==> src/rtl/alu_multicycle.sv <==
`default_nettype none
// +----------------------------------------------------------------------------+
// | alu_multicycle                                                             |
// | Execute-stage ALU: registered results, multi-cycle multiplier, flush.      |
// | Revision: 1.0                                                              |
// +----------------------------------------------------------------------------+
module alu_multicycle #(
  parameter int DATA_W      = 32,
  parameter int OPC_W       = 8,
  parameter int MUL_LATENCY = 3
) (
  input  logic              clock,
  input  logic              reset,
  input  logic              flush,
  input  logic              req_valid,
  output logic              req_ready,
  input  logic [OPC_W-1:0]  req_opcode,
  input  logic [DATA_W-1:0] req_val1,
  input  logic [DATA_W-1:0] req_val2,
  output logic              rsp_valid,
  output logic [DATA_W-1:0] rsp_result,
  output logic              rsp_zero,
  output logic              rsp_ovf,
  output logic              rsp_illegal
);

  localparam logic [0:0] c_idle     = 1'b0;
  localparam logic [0:0] c_mul_busy = 1'b1;

  localparam bit         c_multi    = (MUL_LATENCY > 1);
  localparam logic [3:0] c_mul_init = 4'(MUL_LATENCY - 1);

  localparam logic [OPC_W-1:0] c_op_add  = OPC_W'(8'h00);
  localparam logic [OPC_W-1:0] c_op_sub  = OPC_W'(8'h01);
  localparam logic [OPC_W-1:0] c_op_mul  = OPC_W'(8'h02);
  localparam logic [OPC_W-1:0] c_op_ldb  = OPC_W'(8'h10);
  localparam logic [OPC_W-1:0] c_op_ldw  = OPC_W'(8'h11);
  localparam logic [OPC_W-1:0] c_op_stb  = OPC_W'(8'h12);
  localparam logic [OPC_W-1:0] c_op_stw  = OPC_W'(8'h13);
  localparam logic [OPC_W-1:0] c_op_beq  = OPC_W'(8'h30);
  localparam logic [OPC_W-1:0] c_op_jump = OPC_W'(8'h31);
  localparam logic [OPC_W-1:0] c_op_tlbw = OPC_W'(8'h32);
  localparam logic [OPC_W-1:0] c_op_iret = OPC_W'(8'h33);

  logic [0:0]        r_state;
  logic [0:0]        w_state_next;
  logic [3:0]        r_count;
  logic [3:0]        w_count_next;
  logic [DATA_W-1:0] r_mul_a;
  logic [DATA_W-1:0] r_mul_b;

  logic              w_accept;
  logic              w_start_mul;
  logic              w_mul_done;
  logic [DATA_W-1:0] w_sum;
  logic [DATA_W-1:0] w_diff;
  logic [DATA_W-1:0] w_mul_a;
  logic [DATA_W-1:0] w_mul_b;
  logic [DATA_W-1:0] w_product;
  logic [DATA_W-1:0] w_alu_result;
  logic              w_alu_ovf;
  logic              w_alu_illegal;

  assign w_accept    = req_valid && req_ready;
  assign w_start_mul = w_accept && (req_opcode == c_op_mul) && c_multi;
  assign w_mul_done  = (r_state == c_mul_busy) && (r_count == 4'd1) && !flush;

  // A single multiplier: fed from captured operands when multi-cycle, else directly.
  assign w_mul_a   = c_multi ? r_mul_a : req_val1;
  assign w_mul_b   = c_multi ? r_mul_b : req_val2;
  assign w_product = w_mul_a * w_mul_b;
  assign w_sum     = req_val1 + req_val2;
  assign w_diff    = req_val1 - req_val2;

  always_ff @(posedge clock or posedge reset) begin
    if (reset) begin
      r_state <= c_idle;
      r_count <= 4'd0;
    end else begin
      r_state <= w_state_next;
      r_count <= w_count_next;
    end
  end

  always_comb begin
    w_state_next = r_state;
    w_count_next = r_count;
    if (flush) begin
      w_state_next = c_idle;
      w_count_next = 4'd0;
    end else begin
      case (r_state)
        c_idle: begin
          if (w_start_mul) begin
            w_state_next = c_mul_busy;
            w_count_next = c_mul_init;
          end
        end
        c_mul_busy: begin
          if (r_count == 4'd1) begin
            w_state_next = c_idle;
            w_count_next = 4'd0;
          end else begin
            w_count_next = r_count - 4'd1;
          end
        end
        default: begin
          w_state_next = c_idle;
          w_count_next = 4'd0;
        end
      endcase
    end
  end

  always_comb begin
    req_ready = (r_state == c_idle) && !flush && !reset;
  end

  always_comb begin
    w_alu_result  = '0;
    w_alu_ovf     = 1'b0;
    w_alu_illegal = 1'b0;
    case (req_opcode)
      c_op_add: begin
        w_alu_result = w_sum;
        w_alu_ovf    = (req_val1[DATA_W-1] == req_val2[DATA_W-1]) &&
                       (w_sum[DATA_W-1] != req_val1[DATA_W-1]);
      end
      c_op_sub: begin
        w_alu_result = w_diff;
        w_alu_ovf    = (req_val1[DATA_W-1] != req_val2[DATA_W-1]) &&
                       (w_diff[DATA_W-1] != req_val1[DATA_W-1]);
      end
      c_op_mul:                                       w_alu_result = w_product;
      c_op_ldb, c_op_ldw, c_op_stb, c_op_stw, c_op_jump: w_alu_result = w_sum;
      c_op_beq:                                       w_alu_result = DATA_W'(req_val1 == req_val2);
      c_op_tlbw, c_op_iret:                           w_alu_result = '0;
      default:                                        w_alu_illegal = 1'b1;
    endcase
  end

  always_ff @(posedge clock or posedge reset) begin
    if (reset) begin
      rsp_valid   <= 1'b0;
      rsp_result  <= '0;
      rsp_zero    <= 1'b0;
      rsp_ovf     <= 1'b0;
      rsp_illegal <= 1'b0;
      r_mul_a     <= '0;
      r_mul_b     <= '0;
    end else begin
      if (w_start_mul) begin
        r_mul_a <= req_val1;
        r_mul_b <= req_val2;
      end
      // Flush leaves the last result and flags visible; only the pulse is killed.
      if (flush) begin
        rsp_valid <= 1'b0;
      end else if (w_mul_done) begin
        rsp_valid   <= 1'b1;
        rsp_result  <= w_product;
        rsp_zero    <= (w_product == '0);
        rsp_ovf     <= 1'b0;
        rsp_illegal <= 1'b0;
      end else if (w_accept && !w_start_mul) begin
        rsp_valid   <= 1'b1;
        rsp_result  <= w_alu_result;
        rsp_zero    <= (w_alu_result == '0);
        rsp_ovf     <= w_alu_ovf;
        rsp_illegal <= w_alu_illegal;
      end else begin
        rsp_valid <= 1'b0;
      end
    end
  end

endmodule
`default_nettype wire

==> config.mk <==
export PLATFORM = sky130hd
export DESIGN_NAME = alu_multicycle
export DESIGN_NICKNAME = d
export VERILOG_FILES = /design/src/rtl/alu_multicycle.sv
export SDC_FILE = /design/constraint.sdc
export NUM_CORES = 2
export LEC_CHECK = 0
export ABC_CLOCK_PERIOD_IN_PS = 11100
export BUFFER_PORTS_ARGS = -buffer_cell sky130_fd_sc_hd__buf_2
export CAP_MARGIN = 20
export CORE_ASPECT_RATIO = 0.7
export CORE_UTILIZATION = 25
export CTS_CLUSTER_DIAMETER = 30
export DETAILED_ROUTE_END_ITERATION = 10
export GPL_TIMING_DRIVEN = 0
export SYNTH_ARGS = -nofsm -noshare
export SYNTH_HDL_FRONTEND = slang
export SYNTH_SLANG_ARGS = --single-unit
export TNS_END_PERCENT = 20
==> constraint.sdc <==
create_clock -name clock -period 11.1 [get_ports clock]
set_clock_uncertainty 0.2 [all_clocks]
set_input_delay 2.22 -clock clock [delete_from_list [all_inputs] [get_ports clock]]
set_output_delay 2.22 -clock clock [all_outputs]
set_load 0.1 [all_outputs]
# Word-level counts from Yosys, hierarchy flattened

Cells that the tools add are included.

Mux-type cells: 22
Bitwise gates (word level): 2
Reduce and logical (&&, ||, !) cells: 19
Multipliers: 1
Add/sub/neg operators: 3
Equality and inequality tests: 17

Operator list:

| kind                  | count |
|---|---|
| $pmux W32 S4          | 1 |
| $logic_not A32 Y1     | 2 |
| $mux W32              | 2 |
| $add A32 B32 Y32      | 1 |
| $eq A32 B32 Y1        | 1 |
| $eq A8 B5 Y1 const B  | 4 |
| $eq A8 B6 Y1 const B  | 4 |
| $mul A32 B32 Y32      | 1 |
| $sub A32 B32 Y32      | 1 |
| $mux W1               | 13 |
| $mux W4               | 3 |
| $reduce_or A11 Y1     | 1 |
| $logic_and A1 B1 Y1   | 9 |
| $eq A8 B1 Y1 const B  | 1 |
| $eq A8 B2 Y1 const B  | 1 |
| $logic_not A8 Y1      | 1 |
| $pmux W4 S2           | 1 |
| $reduce_or A6 Y1      | 1 |
| $eq A4 B1 Y1 const B  | 1 |
| $pmux W1 S2           | 2 |
| $sub A4 B1 Y4 const B | 1 |
| $logic_not A1 Y1      | 3 |
| $ne A1 B1 Y1          | 3 |
| $ne A3 B3 Y1 const B  | 1 |
| other kinds (4)       | 5 |

Word-level logic and storage cells: 73
Input port bits: 76
Register bits after elaboration: 105

# Logic depth before layout (Yosys ltp)

Depth in word-level cells: 10
Mapped depth: 30
Gate-level depth less buffers: 28

# Least setup slack after synthesis

OpenSTA, ideal clock, no wires.

Path kind: register to register
Start: register r_mul_a[13]
End: register rsp_zero
Cell stages (with the launch flop): 29
Period minus slack after synthesis: 8189 ps
Data arrival time: 7897 ps
Setup slack: 2911 ps
Path through: dfrtp_1 > clkbuf_1 > clkbuf_1 > and2_1 > fa_1 > fa_1 > fa_1 > inv_1 > fa_1 > inv_1 > fa_1 > inv_1 > fa_1 > inv_1 > fa_1 > fa_1 > ha_1 > a21o_1 > a221o_1 > a21oi_1 > nor2b_1 > or2_1 > o31ai_1 > o2111ai_1 > a2111oi_0 > and4b_1 > nand4_1 > or4_1 > o31ai_2

Longest elaborated chain between the ends: 5
Elaborated cells between the ends (all ways): 6

Ends and longest elaborated chain:

| item                   | RTL line | source |
|---|---|---|
| from (decl)            | 49       | `logic [DATA_W-1:0] r_mul_a;` |
| from (signal assigned) | 153      | `r_mul_a <= req_val1;` |
| $mul A32 B32 Y32 (*)   | 71       | `assign w_product = w_mul_a * w_mul_b;` |
| $pmux W32 S4           | 123      | `case (req_opcode)` |
| $logic_not A32 Y1      | 168      | `rsp_zero <= (w_alu_result == '0);` |
| $mux W1                | 165      | `end else if (w_accept && !w_start_mul) begin` |
| $mux W1 (*)            | 159      | `end else if (w_mul_done) begin` |
| to (signal assigned)   | 162      | `rsp_zero <= (w_product == '0);` |
| to (signal assigned)   | 168      |  |
| to (decl)              | 22       | `output logic rsp_zero,` |

Mark *: on every way between the ends. The rest lies on a longest branch, timed or not. The select of a mux whose other input is x is not followed.
A chain may end at the register's enable or synchronous reset.

# Final worst setup path

Ends and elaborated chain as after synthesis.

==> out/metrics.csv <==
metric,value,unit
status,finished clean,
std cell rows,95,
Worst EP required,11.20,ns
Clock Sinks,105,
RSZ-0062 raised after global routing,false,
CTS tree,yes,
post-synth top area share,0.339,
startpoint types,flop,
Post-route DRC,0,
"commonest non-fill, non-tap cells in the layout","inv_1, fa_1, nand2_1",
die height,262,um
Mapped Cells,2773,
DP Cell Count,4146,
first-pass GRT wire length,144,mm
Critical Path Max Stage Delay,0.62,ns
Final Hold Fails,0,
post-CTS setup repair buffer count,0,
Hold EP,rsp_ovf,
Via Count,21200,
setup violators final,0,
R2R Setup Slk,0.24,ns
crit-path most repeated cell,fa_1,
hold path depth,2,
Final ANT Viol Nets,0,
layout cell share with drive strength beyond 1,0.0751,
dominant synthesized flop cell,dfrtp_1,
Syn Nets,3446,
WS Path Type,reg -> reg,
synth top area cells,"fa_1, dfrtp_1, ha_1, and2_1, inv_1",
core area,0.0960,mm2
I/O pins,113,
die area,0.0982,mm2
RD Place Congestion,1.02,
TritonCTS Buffers,9,
final cycle utilization of the critical path,0.978,
maximum vdd ir drop,68.8,uV
hold buffers post-CTS,0,
Max Cap Viol,0,
Post-synth ARST share,1.00,
first drt pass iteration count,6,
"Area growth, synth to finish",10.4,%
Yosys top cell by area,fa_1,
HP Start,rsp_ovf,
dpl hpwl,83.6,mm
GRT Total Usage,0.201,
Worst Tran Pin Value,1.22,ns
Critical Path AT,10.96,ns
# nets final,3570,
Root Driver,clkbuf_16,
Mapped Area,0.0242,mm2
critical path capture point type,flop,
Total Wirelength,99.8,mm
die width,374,um
initial core utilization,0.252,
port buffer count,111,
"FF+latch count, synth",105,
initial drt markers,2701,
Leak Pwr,12.8,nW
CP max-delay cell,clkdlybuf4s15_1,
clk slew on worst S/H paths,0.08,ns
Via-to-Cell Ratio,5.10,
antenna violations before repair,5,
reg-to-reg startpoint,r_mul_a[13],
"Clk Latency, worst-skew pair",0.39,ns
Synth Warn #,0,
post-synthesis sequential area ratio,0.108,
"most common cell after layout, fill and taps aside",inv_1,
"EDFF count, synth",0,
GRT Residual Overflow,0,
crit-path max FO,10,
FF-to-FF path depth,28,
number of global-route vias before repair,20600,
HP Class,reg -> reg,
PwrDens,47.8,mW/mm2
max_slew headroom,0.190,
fmax,0.0921,GHz
WL/cell,24.0,um
crit path time final,10.86,ns
"Power, Total",1.28,mW
pin count of the biggest net entering global routing,66,
fillers,10400,
setup_tns,0,ns
H-tree depth,3,
Syn Area/Cell,8.74,um2
FF-to-FF End,rsp_zero,
Yosys cell types,93,
Max Transition Viols Final,0,
Post-Layout Cell Count,4166,
CTS max path bufs,2,
-- through the flow --
| stage | utilization | setup WS, ns | hold WS, ns | cell area [um2] |
|---|---|---|---|---|
| finish | 0.278 | 0.241 | 0.292 | 26700 |
| global route | 0.278 | 0.0729 | 0.339 | 26700 |
| CTS | 0.278 | 0.0694 | 0.289 | 26700 |
| detailed placement | 0.275 | 0.0104 | 0.272 | 26400 |
| global placement | 0.274 | 0.00964 | 0.254 | 26400 |
| floorplan | - | 2.91 | 0.264 | 24200 |
-- worst max-delay path, delay by kind of cell (launching register included) --
kind | cells | cell delay (ns)
compound gates | 7 | 2.63
fa+ha+maj | 9 | 4.34
buf+inv | 6 | 1.34
simple gates | 6 | 1.86
flops | 1 | 0.38
-- cell families (layout without fill, tap and decap cells) --
kind of cell	after synthesis	count (layout)	share of synthesized area
AOI/OAI and AO/OA	407	407	0.112
other	0	3	0
xor gates and xnor gates	102	102	0.0369
and+or+nand+nor	909	909	0.191
adders and majority gates	597	597	0.435
DFF	105	105	0.108
buffers and inverters	606	735	0.0956
muxes	47	47	0.0211
-- how the worst max path moves through the flow --
stage | startpoint | to | slack (ns)
floorplan | r_mul_a[13] | rsp_zero | 2.91
global placement | r_mul_a[13] | rsp_zero | 0.01
detailed placement | r_mul_a[13] | rsp_zero | 0.01
CTS | r_mul_b[4] | rsp_zero | 0.07
global route | r_mul_a[13] | rsp_zero | 0.07
finish | r_mul_a[13] | rsp_zero | 0.24
-- Yosys cell counts (6+ instances only) --
cell type	number
fa_1	410
a31oi_1	15
o21bai_1	12
mux2_2	33
or2_2	10
mux2i_1	14
a22oi_1	9
or4_1	6
nor2_1	114
o21a_1	11
o21ai_0	98
o22ai_1	19
ha_1	187
buf_2	10
xnor2_1	73
a221oi_1	10
xor2_1	29
nand4_1	14
nor3_1	23
nor4_1	8
a21oi_1	100
a221o_1	6
nand2_1	319
clkbuf_1	139
dfrtp_1	105
inv_1	450
a211oi_1	14
o211ai_1	13
nand3_1	26
or3_1	10
o21ai_1	6
nand2b_1	14
a21o_1	20
o31ai_1	6
and3_1	8
nor2b_1	16
and2_1	318
-- where the power goes --
| group | switching (mW) | total (mW) | internal [mW] |
|---|---|---|---|
| sequential | 0.0190 | 0.421 | 0.402 |
| clock | 0.171 | 0.353 | 0.182 |
| combinational | 0.381 | 0.505 | 0.125 |
-- per-layer routing --
| layer | GRT usage | routed length (um) |
|---|---|---|
| met1 | 0.309 | 46200 |
| met2 | 0.249 | 35800 |
| met3 | 0.0912 | 15600 |
| met4 | 0.0346 | 1890 |
| met5 | 0.0198 | 307 |
-- state kept, by name, indices dropped and copies added (netlist names) --
name and flops:
rsp_ovf 1, r_mul_a 32, r_state 1, r_mul_b 32
rsp_valid 1, rsp_result 32, r_count 4, rsp_zero 1
rsp_illegal 1
-- cell type report --
class	instances	area, um2	area share
multi-input combinational	2062	19300	0.722
buffer	155	634	0.0237
antenna	3	7.51	0.000281
clock buffer	10	239	0.00894
inverter	450	1690	0.0633
timing repair buffer	114	603	0.0226
sequential	105	2630	0.0983
clock inverter	6	65.1	0.00243
tap	1261	1580	0.0590
-- timing repair --
item / 4_1_cts / 5_1_grt
endpoints found under the hold margin: 0 / 0
endpoints found under the setup margin: 1 / 1
pin swaps: 0 / 0
resized for setup: 1 / 10
(Power assumes the default switching activity.)
